## src/rtl/traffic_phase_ctrl.sv

```systemverilog
// Two-road traffic phase controller: 1 Hz prescaler, 8-phase FSM, per-road
// seconds-remaining countdowns, display state codes and one-hot lamp drives.
module traffic_phase_ctrl #(
  parameter int CLK_HZ   = 50_000_000,
  parameter int T_GREEN  = 30,
  parameter int T_LEFT   = 15,
  parameter int T_YELLOW = 3
) (
  input  logic       clk,
  input  logic       rst,
  input  logic       hold,
  output logic [6:0] Acountdown,
  output logic [6:0] Bcountdown,
  output logic [3:0] Astate,
  output logic [3:0] Bstate,
  output logic [3:0] a_lamp,
  output logic [3:0] b_lamp,
  output logic [2:0] phase_dbg
);

  localparam int R_SUM = T_GREEN + T_LEFT + 2 * T_YELLOW;
  localparam int PW    = (CLK_HZ > 1) ? $clog2(CLK_HZ) : 1;

  if (CLK_HZ < 1 || T_GREEN < 1 || T_LEFT < 1 || T_YELLOW < 1 || R_SUM > 99) begin : g_param_err
    $error("traffic_phase_ctrl: durations must be >= 1 and the full red time <= 99");
  end

  localparam logic [6:0]    TG   = 7'(T_GREEN);
  localparam logic [6:0]    TL   = 7'(T_LEFT);
  localparam logic [6:0]    TY   = 7'(T_YELLOW);
  localparam logic [6:0]    TR   = 7'(R_SUM);
  localparam logic [PW-1:0] PMAX = PW'(CLK_HZ - 1);

  // Encoding order matches the phase cycle; bit 2 clear means road A is active.
  typedef enum logic [2:0] {AG, AY1, AL, AY2, BG, BY1, BL, BY2} phase_t;

  localparam logic [3:0] L_LEFT   = 4'b1000;
  localparam logic [3:0] L_GREEN  = 4'b0100;
  localparam logic [3:0] L_YELLOW = 4'b0010;
  localparam logic [3:0] L_RED    = 4'b0001;

  phase_t        phase_q, phase_d, phase_inc;
  logic [PW-1:0] presc_q, presc_d;
  logic [6:0]    acnt_q, acnt_d, bcnt_q, bcnt_d;
  logic [3:0]    astate_q, astate_d, bstate_q, bstate_d;
  logic [3:0]    alamp_q, alamp_d, blamp_q, blamp_d;
  logic          tick;

  function automatic logic [6:0] dur(input phase_t p);
    case (p)
      AG, BG:  dur = TG;
      AL, BL:  dur = TL;
      default: dur = TY;
    endcase
  endfunction

  always_ff @(posedge clk) begin
    if (!rst) begin
      phase_q  <= AG;
      presc_q  <= '0;
      acnt_q   <= TG;
      bcnt_q   <= TR;
      astate_q <= 4'd3;
      bstate_q <= 4'd1;
      alamp_q  <= L_GREEN;
      blamp_q  <= L_RED;
    end else begin
      phase_q  <= phase_d;
      presc_q  <= presc_d;
      acnt_q   <= acnt_d;
      bcnt_q   <= bcnt_d;
      astate_q <= astate_d;
      bstate_q <= bstate_d;
      alamp_q  <= alamp_d;
      blamp_q  <= blamp_d;
    end
  end

  assign tick      = !hold && (presc_q == PMAX);
  assign phase_inc = phase_t'(3'(phase_q + 3'd1));

  // Next-state: prescaler, phase advance and both countdowns move together on a tick.
  always_comb begin
    phase_d = phase_q;
    presc_d = presc_q;
    acnt_d  = acnt_q;
    bcnt_d  = bcnt_q;
    if (!hold) begin
      if (tick) begin
        presc_d = '0;
        if (!phase_q[2]) begin
          if (acnt_q == 7'd1) begin
            phase_d = phase_inc;
            acnt_d  = (phase_q == AY2) ? TR : dur(phase_inc);
            bcnt_d  = (phase_q == AY2) ? TG : bcnt_q - 7'd1;
          end else begin
            acnt_d = acnt_q - 7'd1;
            bcnt_d = bcnt_q - 7'd1;
          end
        end else begin
          if (bcnt_q == 7'd1) begin
            phase_d = phase_inc;
            bcnt_d  = (phase_q == BY2) ? TR : dur(phase_inc);
            acnt_d  = (phase_q == BY2) ? TG : acnt_q - 7'd1;
          end else begin
            acnt_d = acnt_q - 7'd1;
            bcnt_d = bcnt_q - 7'd1;
          end
        end
      end else begin
        presc_d = presc_q + PW'(1);
      end
    end
  end

  // Display codes and lamps are decoded from the next phase so they register
  // on the same edge as the phase itself.
  always_comb begin
    astate_d = 4'd0;
    bstate_d = 4'd1;
    alamp_d  = L_RED;
    blamp_d  = L_RED;
    case (phase_d)
      AG:  begin astate_d = 4'd3; alamp_d = L_GREEN;  end
      AY1: begin astate_d = 4'd2; alamp_d = L_YELLOW; end
      AL:  begin astate_d = 4'd1; alamp_d = L_LEFT;   end
      AY2: begin astate_d = 4'd4; alamp_d = L_YELLOW; end
      BG:  begin bstate_d = 4'd4; blamp_d = L_GREEN;  end
      BY1: begin bstate_d = 4'd3; blamp_d = L_YELLOW; end
      BL:  begin bstate_d = 4'd2; blamp_d = L_LEFT;   end
      BY2: begin bstate_d = 4'd0; blamp_d = L_YELLOW; end
      default: begin astate_d = 4'd0; bstate_d = 4'd1; end
    endcase
  end

  assign Acountdown = acnt_q;
  assign Bcountdown = bcnt_q;
  assign Astate     = astate_q;
  assign Bstate     = bstate_q;
  assign a_lamp     = alamp_q;
  assign b_lamp     = blamp_q;
  assign phase_dbg  = phase_q;

endmodule
```

## config.mk

```make
export PLATFORM = sky130hd
export DESIGN_NAME = traffic_phase_ctrl
export DESIGN_NICKNAME = d
export VERILOG_FILES = /design/src/rtl/traffic_phase_ctrl.sv
export SDC_FILE = /design/constraint.sdc
export NUM_CORES = 1
export LEC_CHECK = 0
export ABC_AREA = 1
export ABC_CLOCK_PERIOD_IN_PS = 5270
export CORE_MARGIN = 3
export CORE_UTILIZATION = 55
export DETAILED_ROUTE_END_ITERATION = 6
export PLACE_DENSITY = 0.83
export SLEW_MARGIN = 20
export SYNTH_ARGS = -nofsm -noshare
export SYNTH_HDL_FRONTEND = slang
export SYNTH_SLANG_ARGS = --single-unit
```

## constraint.sdc

```tcl
create_clock -name clk -period 5.27 [get_ports clk]
set_clock_uncertainty 0.05 [all_clocks]
set_input_delay 0.527 -clock clk [delete_from_list [all_inputs] [get_ports clk]]
set_output_delay 0.527 -clock clk [all_outputs]
set_load 0.005 [all_outputs]
```

==> results.md <==
* Cell count after placement at 557
* CTS tree: yes
* Post-CTS Hold Fix Bufs at 0
* Post-DRT Antenna Nets at 0
* Die width at 82.0 µm
* Critical Path End Type: flop
* Power share of the sequential group at 60.6%
* YS warnings at 0
* CP max stage delay at 0.64 ns
* Core region area at 5540 µm²
* Post-synth top area share at 35.2%
* Gate power share at 2.3%
* Worst Tran Pin Value at 0.686 ns
* Worst VDD drop at 0.152 mV
* Netlist cell types at 36
* CTS buffer count at 5
* Net Switching at 0.173 mW
* Starting density of the core at 57.4%
* Layout cell share with drive strength beyond 1 at 10.3%
* Pre-CTS setup slack at 2.60 ns
* Vias per cell at 5.23
* Post-CTS Setup Bufs at 0
* Setup crit start kind: primary input
* Part of the cycle the worst path needs at 44.7%
* Clock buffer depth at 2
* Initial detailed-routing violation count at 246
* Remaining global-route overflow at 0
* Int Pwr at 0.529 mW
* DR vias at 2956
* Area of placed instances at 3550 µm²
* Sequential cell area at 1120 µm²
* Setup slack after layout at 2.91 ns
* Most common cell after layout, fill and taps aside: nand2_1
* # Max-Cap Violations at 0
* Hold Crit Start: presc_q[1]
* Fin Setup TNS at 0 ns
* Clock share of power at 37.0%
* Clk slew on worst S/H paths at 0.12 ns
* First-pass GRT wire length at 12000 µm
* CTS root buffer: clkbuf_8
* Fin. Hold Viols at 0
* Design area at 3650 µm²
* Gpl congestion at 0.894
* Critical R2R Launch: presc_q[0]
* Leakage at 1.50 nW
* RSZ-0062 raised after global routing: no
* Final setup viols at 0
* Vias in the first global route at 2653
* Setup crit start: hold
* Most common cell on crit path: nor2_2
* DRC Markers at 0
* Pins Over Slew Limit at 0
* Worst slew margin at 54.2%
* CP Class: in2reg
* H-tree levels at 2
* Initial antenna violation count at 0
* Ant diodes at 0
* # port buffers at 33
* Post-Syn Area at 3180 µm²
* # rows at 27
* Total power draw at 0.702 mW
* HP Class: reg2reg
* WP data arrival at 2.54 ns
* CP bufs+invs at 2
* Crit Path Max Fanout at 12
* Final nets at 507
* Largest net degree at the start of global routing at 21
* Cells along the critical path: clkdlybuf4s50_1 > inv_2 > nand2_1 > nor2_2 > nand3_1 > nor2_2 > nand2_1 > nor2_2 > o21ai_1 > nor2_1 > nor2_1
* Pwr/cell area at 193 nW/µm²
* Area delta synth->final at 14.6%
* Initial DRT Pass Iterations at 5
* # IOs at 36
* Area contributors post-synth: dfxtp_1 35%, nand2_1 10%, nor2_1 9.8%
* CTS sink cnt at 56
* CP max stage cell: clkdlybuf4s50_1
* Worst skew pair latency at 0.33 ns
* Cells after Synth at 460
* Minimum clock period at 2.36 ns
* Peak Freq at 0.424 GHz
* All-Layer GR Usage at 22.7%
* Routed wire length at 7230 µm
* Die height at 82.0 µm
* Footprint of the multi-input gates at 1800 µm²
* Post-synthesis sequential area ratio at 35.2%
* HPWL after DPL at 5560 µm
* Register bit total from synthesis at 56
* Run status: complete, no violations
* Most frequent cells in the layout: 87 x nand2_1, 83 x nor2_1, 56 x dfxtp_1
* Fill cells at 493
* Sw frac at 24.7%
* Routed WL per cell at 12.8 µm
* Yosys top cell by area: dfxtp_1
* Finished Layout Cells at 565
* CTS resizes at 0
* Mapped Avg Cell Area at 6.91 µm²
* Crit path max-delay family: simple AND/OR/NAND/NOR gates
* Die area at 6730 µm²
* WP data required at 5.46 ns
[cell type report]
type,count,share of cell area (%)
clock buffer,5,1.89
clock inverter,3,0.789
inverter,54,5.56
multi-input combinational,342,49.5
sequential,56,30.7
tap,72,2.47
timing repair buffer,33,9.06
[through the flow]
stage	hold slack [ns]	utilization [%]
final	0.478	65.8
after CTS	0.477	65.8
after global placement	0.448	64.0
after global routing	0.498	65.8
after floorplan	0.418	-
after detailed placement	0.462	64.0
[Yosys cell counts, drive strengths merged]
cell,instances
a31oi,3
clkbuf,2
inv,54
nor4,1
nor3,16
nand4,12
nor2,99
nand3,32
o31ai,2
a221oi,1
xnor2,3
a21oi,21
nand3b,1
a21o,1
ha,12
dfxtp,56
or2,1
buf,7
o21ai,21
xor2,12
o21bai,1
nand2,98
a211oi,1
nor3b,2
conb,1
[power by group through the flow]
stage | Sequential [mW] | Clock (mW) | Combinational [mW]
2_1_floorplan | 0.435 | 0 | 0.0130
3_3_place_gp | 0.435 | 0 | 0.0159
3_5_place_dp | 0.435 | 0 | 0.0163
4_1_cts | 0.426 | 0.264 | 0.0163
5_1_grt | 0.426 | 0.281 | 0.0182
6_report | 0.426 | 0.260 | 0.0164
[flip-flops by register name, indices dropped and copies added (netlist names)]
signal	count
Bstate	2
a_lamp	4
Astate	3
presc_q	26
Acountdown	7
phase_dbg	3
Bcountdown	7
b_lamp	4
[path summary, 6_finish.rpt]
kind	endpoint	slack [ns]	cells after the start
max	Bcountdown[0]	2.91	11
max reg2reg	presc_q[14]	3.21	10
min	presc_q[1]	0.48	2
min reg2reg	presc_q[1]	0.48	2
[metal layers]
metal | GRT usage [%] | share of wire (%) | up-vias
li1 | - | - | 1534
met1 | 31.6 | 47 | 1336
met2 | 35.5 | 46 | 76
met3 | 3.51 | 5.4 | 10
met4 | 7.64 | 1.4 | 0
met5 | 0 | 0 | -
[cell families after synthesis]
logic type / count (synthesis) / share of synthesized area, %
AO/OA/AOI/OAI: 51 / 8.65
XOR/XNOR: 15 / 4.13
adder cells (fa/ha/maj): 12 / 4.72
other: 1 / 0.118
flip-flops: 56 / 35.2
buffers and inverters: 63 / 8.14
AND/OR/NAND/NOR: 262 / 39.0
[worst reg2reg max path, cell delays in order (launching register included)]
cell and delay, ns:
dfxtp_1 0.40, ha_1 0.23, nand3_1 0.18, nor2_4 0.20, inv_2 0.06, nor2_4 0.11
nand2_2 0.12, nand2_4 0.23, inv_2 0.15, o21ai_1 0.13, a21oi_1 0.09
No activity file was read; power rests on OpenSTA's default activity.
